File: src/rtl/mips_mc_control_pkg.sv
// Shared definitions for the multi-cycle MIPS control FSM: opcodes, datapath select encodings,
// state encodings and the bundled control word.
package mips_mc_control_pkg;

  localparam logic [5:0] OpRtype = 6'h00;
  localparam logic [5:0] OpJ     = 6'h02;
  localparam logic [5:0] OpBeq   = 6'h04;
  localparam logic [5:0] OpAddi  = 6'h08;
  localparam logic [5:0] OpLw    = 6'h23;
  localparam logic [5:0] OpSw    = 6'h2B;

  localparam logic [1:0] AluOpAdd   = 2'd0;
  localparam logic [1:0] AluOpSub   = 2'd1;
  localparam logic [1:0] AluOpFunct = 2'd2;

  localparam logic [1:0] SrcBReg   = 2'd0;
  localparam logic [1:0] SrcBFour  = 2'd1;
  localparam logic [1:0] SrcBImm   = 2'd2;
  localparam logic [1:0] SrcBImmSh = 2'd3;

  localparam logic [1:0] PcSrcAlu    = 2'd0;
  localparam logic [1:0] PcSrcAluOut = 2'd1;
  localparam logic [1:0] PcSrcJump   = 2'd2;

  typedef enum logic [3:0] {
    StFetch  = 4'd0,
    StDecode = 4'd1,
    StMemAdr = 4'd2,
    StMemRd  = 4'd3,
    StMemWb  = 4'd4,
    StMemWr  = 4'd5,
    StExec   = 4'd6,
    StRwb    = 4'd7,
    StBeq    = 4'd8,
    StAddiEx = 4'd9,
    StAddiWb = 4'd10,
    StJump   = 4'd11,
    StHalt   = 4'd12
  } state_t;

  typedef struct packed {
    logic       pc_write;
    logic       branch;
    logic       i_or_d;
    logic       mem_read;
    logic       mem_write;
    logic       ir_write;
    logic       mem_to_reg;
    logic       reg_dst;
    logic       reg_write;
    logic       alu_src_a;
    logic [1:0] alu_src_b;
    logic [1:0] alu_op;
    logic [1:0] pc_source;
    logic       instr_done;
  } ctrl_t;

endpackage

File: src/rtl/mips_mc_opdecode.sv
// Combinational opcode decode: DECODE-state successor and illegal-opcode flag.
// Opcode 0x02 is legal only when MIPS_MC_JUMP_EN is defined.
module mips_mc_opdecode
  import mips_mc_control_pkg::*;
#(
  parameter bit ILLEGAL_TRAP = 1'b0
) (
  input  logic [5:0] opcode_i,
  output state_t     next_state_o,
  output logic       illegal_o
);

  always_comb begin
    next_state_o = ILLEGAL_TRAP ? StHalt : StFetch;
    illegal_o    = 1'b1;
    case (opcode_i)
      OpLw, OpSw: begin
        next_state_o = StMemAdr;
        illegal_o    = 1'b0;
      end
      OpRtype: begin
        next_state_o = StExec;
        illegal_o    = 1'b0;
      end
      OpBeq: begin
        next_state_o = StBeq;
        illegal_o    = 1'b0;
      end
      OpAddi: begin
        next_state_o = StAddiEx;
        illegal_o    = 1'b0;
      end
`ifdef MIPS_MC_JUMP_EN
      OpJ: begin
        next_state_o = StJump;
        illegal_o    = 1'b0;
      end
`endif
      default: ;
    endcase
  end

endmodule

File: src/rtl/mips_mc_control.sv
// Multi-cycle MIPS main control FSM driving all datapath selects and enables.
// Optional jump support is enabled by defining MIPS_MC_JUMP_EN.
module mips_mc_control
  import mips_mc_control_pkg::*;
#(
  parameter bit ILLEGAL_TRAP = 1'b0
) (
  input  logic       clk,
  input  logic       reset,
  input  logic [5:0] OpCode,
  input  logic       Zero,
  output logic       PCEn,
  output logic       PCWrite,
  output logic       Branch,
  output logic       IorD,
  output logic       MemRead,
  output logic       MemWrite,
  output logic       IRWrite,
  output logic       MemtoReg,
  output logic       RegDst,
  output logic       RegWrite,
  output logic       ALUSrcA,
  output logic [1:0] ALUSrcB,
  output logic [1:0] ALUOp,
  output logic [1:0] PCSource,
  output logic       instr_done,
  output logic       illegal_op
);

  state_t state_q, state_d;
  state_t decode_next;
  logic   decode_illegal;
  ctrl_t  ctrl;

  mips_mc_opdecode #(
    .ILLEGAL_TRAP (ILLEGAL_TRAP)
  ) u_opdecode (
    .opcode_i     (OpCode),
    .next_state_o (decode_next),
    .illegal_o    (decode_illegal)
  );

  always_ff @(posedge clk) begin
    if (reset) begin
      state_q <= StFetch;
    end else begin
      state_q <= state_d;
    end
  end

  // Unlisted encodings (including JUMP when disabled) fall back to FETCH.
  always_comb begin
    state_d = StFetch;
    case (state_q)
      StFetch:  state_d = StDecode;
      StDecode: state_d = decode_next;
      StMemAdr: state_d = (OpCode == OpLw) ? StMemRd : StMemWr;
      StMemRd:  state_d = StMemWb;
      StExec:   state_d = StRwb;
      StAddiEx: state_d = StAddiWb;
      StHalt:   state_d = StHalt;
      default:  state_d = StFetch;
    endcase
  end

  always_comb begin
    ctrl = '0;
    case (state_q)
      StFetch: begin
        ctrl.mem_read  = 1'b1;
        ctrl.ir_write  = 1'b1;
        ctrl.alu_src_b = SrcBFour;
        ctrl.alu_op    = AluOpAdd;
        ctrl.pc_source = PcSrcAlu;
        ctrl.pc_write  = 1'b1;
      end
      StDecode: begin
        ctrl.alu_src_b = SrcBImmSh;
        ctrl.alu_op    = AluOpAdd;
      end
      StMemAdr, StAddiEx: begin
        ctrl.alu_src_a = 1'b1;
        ctrl.alu_src_b = SrcBImm;
        ctrl.alu_op    = AluOpAdd;
      end
      StMemRd: begin
        ctrl.mem_read = 1'b1;
        ctrl.i_or_d   = 1'b1;
      end
      StMemWb: begin
        ctrl.reg_write  = 1'b1;
        ctrl.mem_to_reg = 1'b1;
        ctrl.instr_done = 1'b1;
      end
      StMemWr: begin
        ctrl.mem_write  = 1'b1;
        ctrl.i_or_d     = 1'b1;
        ctrl.instr_done = 1'b1;
      end
      StExec: begin
        ctrl.alu_src_a = 1'b1;
        ctrl.alu_src_b = SrcBReg;
        ctrl.alu_op    = AluOpFunct;
      end
      StRwb: begin
        ctrl.reg_write  = 1'b1;
        ctrl.reg_dst    = 1'b1;
        ctrl.instr_done = 1'b1;
      end
      StBeq: begin
        ctrl.alu_src_a  = 1'b1;
        ctrl.alu_src_b  = SrcBReg;
        ctrl.alu_op     = AluOpSub;
        ctrl.branch     = 1'b1;
        ctrl.pc_source  = PcSrcAluOut;
        ctrl.instr_done = 1'b1;
      end
      StAddiWb: begin
        ctrl.reg_write  = 1'b1;
        ctrl.instr_done = 1'b1;
      end
`ifdef MIPS_MC_JUMP_EN
      StJump: begin
        ctrl.pc_write   = 1'b1;
        ctrl.pc_source  = PcSrcJump;
        ctrl.instr_done = 1'b1;
      end
`endif
      default: ctrl = '0;
    endcase
    // Reset can land mid-instruction; suppress every enable during the reset cycle itself.
    if (reset) begin
      ctrl = '0;
    end
  end

  assign PCWrite    = ctrl.pc_write;
  assign Branch     = ctrl.branch;
  assign IorD       = ctrl.i_or_d;
  assign MemRead    = ctrl.mem_read;
  assign MemWrite   = ctrl.mem_write;
  assign IRWrite    = ctrl.ir_write;
  assign MemtoReg   = ctrl.mem_to_reg;
  assign RegDst     = ctrl.reg_dst;
  assign RegWrite   = ctrl.reg_write;
  assign ALUSrcA    = ctrl.alu_src_a;
  assign ALUSrcB    = ctrl.alu_src_b;
  assign ALUOp      = ctrl.alu_op;
  assign PCSource   = ctrl.pc_source;
  assign instr_done = ctrl.instr_done;
  assign PCEn       = ctrl.pc_write | (ctrl.branch & Zero);
  assign illegal_op = (state_q == StDecode) && decode_illegal && !reset;

endmodule

File: config.mk
export PLATFORM = sky130hd
export DESIGN_NAME = mips_mc_control
export DESIGN_NICKNAME = d
export VERILOG_FILES = /design/src/rtl/mips_mc_control_pkg.sv /design/src/rtl/mips_mc_opdecode.sv /design/src/rtl/mips_mc_control.sv
export SDC_FILE = /design/constraint.sdc
export NUM_CORES = 1
export LEC_CHECK = 0
export ABC_AREA = 1
export CAP_MARGIN = 20
export CORE_AREA = 2 2 39 41
export CTS_BUF_LIST = sky130_fd_sc_hd__clkbuf_8 sky130_fd_sc_hd__clkbuf_16
export CTS_CLUSTER_DIAMETER = 200
export DETAILED_ROUTE_END_ITERATION = 10
export DIE_AREA = 0 0 41 43
export GPL_ROUTABILITY_DRIVEN = 0
export PLACE_DENSITY = 0.79
export SYNTH_ARGS = -nofsm -noshare
export SYNTH_HDL_FRONTEND = slang
export SYNTH_SLANG_ARGS = --single-unit
File: constraint.sdc
create_clock -name clk -period 1.6 [get_ports clk]
set_input_delay 0.32 -clock clk [delete_from_list [all_inputs] [get_ports clk]]
set_output_delay 0.32 -clock clk [all_outputs]
set_load 0.01 [all_outputs]
==> results.py <==
metrics = {
    "setup_path": {
        "critPathCapture": "ALUSrcA",
        "critPathMaxStageDelay_ps": 370,
        "reg2reg_depth": 8,
        "critical_path_buf_inv_count": 2,
        "reg2reg_slack_ps": 380,
        "crit_path_max_fanout": 5,
        "crit_family": "flip-flops",
        "critPathKind": "flip-flop to output port",
        "timing.rr.start": "state_q[0]",
        "cpMaxStageDelayCell": "dfxtp_4",
        "cp.arrival_ps": 1350,
        "required_ps": 1280,
        "crit_start": "state_q[0]",
        "crit_chain": "inv_2 > nor2_2 > nand2_1 > nand2_1 > a21oi_1 > a21oi_1 > buf_2",
        "crit_cells": 7,
        "r2r-end": "state_q[3]",
        "endpoint_kind": "output port",
        "cp-start-kind": "flip-flop",
    },
    "floorplan": {
        "ioPinCount": 28,
        "die_h_microns": 43,
        "core_sq_um": 1384,
        "rows": 14,
        "die-area_sq_um": 1763,
        "die_w_microns": 41,
        "initial_core_util_pct": 34.63,
    },
    "global_routing": {
        "gr-total-overflow": 0,
        "first_global_vias": 682,
        "grt_pass1_wl_microns": 2628,
        "antenna_found_initial": 0,
        "grt_max_degree": 14,
        "track_usage_pct": 21.83,
    },
    "placed_design": {
        "io_buffers": 26,
        "hpwl_microns": 1159,
        "dp_slack_ps": -502.2,
    },
    "finish": {
        "area.growth.synth_to_final_pct": 90.08,
        "final_cell_mix": "28 x nand2_1, 23 x buf_4, 17 x nor2_1, 13 x buf_2",
        "drive_above_1_share_pct": 45.14,
        "largestRegisters": "state_q x4",
        "fin_nets": 155,
        "final_common_cell": "nand2_1",
        "top_register": "state_q",
        "n_antenna_cell": 0,
        "largest_reg_flops": 4,
    },
    "drt": {
        "drt-initial-drc-count": 21,
        "viasPerCell": 4.900,
        "drt_pass1_iterations": 5,
        "drc": 0,
        "antenna_left": 0,
        "routed-via-count": 784,
        "wirelength_microns": 1762,
        "wl_per_cell_microns": 11.01,
    },
    "pwr": {
        "p_leak_nw": 0.5189,
        "powerDensity_nw_per_um2": 493.1,
        "peakVddDrop_v": 0.0002781,
    },
    "worst_hold_path": {
        "min_path_type": "primary input to flip-flop",
    },
    "synthesis": {
        "avgSynthCellArea_sq_um": 4.992,
        "yosysSeqAreaShare_pct": 16.71,
        "yosysTopAreaCell": "nand2_1",
        "netlist_instances": 96,
        "synth_area_sq_um": 479.2,
        "synth.ff_latch_count": 4,
        "synth_nets": 105,
        "netlist.area_leader.share_pct": 24.28,
        "yosys_warnings": 0,
        "ys_types": 16,
        "synth_area_leaders": "nand2_1 24%, dfxtp_1 17%, nor2_1 16%, inv_1 8.6%, a21oi_1 7.3%",
    },
    "run": {
        "drv_cap": 0,
    },
    "run_status": {
        "violations": "setup timing",
        "outcome": "finished, violations left",
    },
    "clocking": {
        "cts_root_buffer": "clkbuf_8",
        "cts_tree": "done",
        "clkTransAtPathRegs_ps": 30,
        "htree_num_levels": 1,
        "cts_sinks": 4,
        "holdBufCountCts": 0,
        "numCtsBuffers": 3,
        "clk_latency_ps": 220,
        "clk_path_buf_depth": 2,
    },
    "timing": {
        "fin_hold_ws_ps": 642.2,
        "period_minus_slack_ps": 1667,
        "grt_setup_unrepaired": "true",
        "setup_viol": 1,
        "max_freq_ghz": 0.5999,
        "slew_violations": 0,
        "hold_viol_final": 0,
        "worst_slack_ps": -67.01,
        "fin_crit_sh_pct": 104.2,
        "fin_skew_ps": 2.584,
    },
}
## cell families (layout without fill, tap and decap cells)
group	after synthesis	in the layout	share of synthesized area (%)
other	1	1	0.7825
buffers and inverters	18	66	16.45
DFF	4	4	16.71
AOI/OAI and AO/OA	11	11	12.27
and+or+nand+nor	62	62	53.78
## worst min path at each step
stage | from | depth (start not counted) | slack, ps | end
2_1_floorplan | reset | 1 | 390 | state_q[0]
3_3_place_gp | state_q[3] | 4 | 710 | state_q[3]
3_5_place_dp | state_q[2] | 4 | 700 | state_q[3]
4_1_cts | reset | 3 | 630 | state_q[0]
5_1_grt | reset | 3 | 670 | state_q[0]
6_report | reset | 3 | 640 | state_q[0]
## Yosys cell counts
cell type / instances
o21ai_0: 1
a31oi_1: 2
nor3_1: 1
nor2_4: 1
nand3_1: 5
inv_2: 3
nor2_1: 20
a21oi_1: 7
nor2_2: 4
dfxtp_1: 4
o22ai_1: 1
conb_1: 1
buf_4: 3
nand2_1: 31
inv_1: 11
clkbuf_1: 1
## final cells by class
type / count / area (sq um)
fillers: 138 / 473.0
well taps: 16 / 20.02
clock buffers: 3 / 41.29
multi-input cells: 74 / 364.1
inverters: 14 / 52.55
repair buffers: 49 / 337.8
flip-flops and latches: 4 / 95.09
## per-layer routing
metal  GRT usage, %  vias up  part of all wire, %
met5              0        -                    0
met4          12.00        0                  1.9
met3          3.141        4                  9.2
met2          39.38       43                   53
met1          21.68      346                   36
li1               -      391                    -
## repair_timing
action | 4_1_cts | 5_1_grt
setup endpoints to repair | 18 | 16
resized for setup | 76 | 19
pin swaps | 7 | 5
setup buffers | 0 | 2
## stage by stage
step	total power, mW	utilization, %	std cells	setup TNS [ps]	instance area, sq um
after floorplan	0.1601	-	96	0	479.2
after global placement	0.2372	64.38	155	-6649	890.9
after detailed placement	0.2391	64.38	155	-6889	890.9
after CTS	0.4515	68.35	158	-72.58	945.9
after global routing	0.4662	65.82	160	-242.6	910.9
final	0.4491	65.82	160	-67.01	910.9
## worst reg2reg max path: stages, from the launching register on
cell     delay, ps
dfxtp_4        370
inv_2           50
nor2_2         140
nand2_1         90
buf_4          140
buf_4          120
nand2_1         60
a21oi_1         50
nor2_1         110
## where the power goes
group	switching [mW]	internal, mW	total [mW]
registers	0.00528	0.0982	0.103
clock network	0.0617	0.161	0.223
logic	0.0626	0.0601	0.123
total	0.130	0.320	0.449
Note: power is estimated with default switching activity, not from simulation.
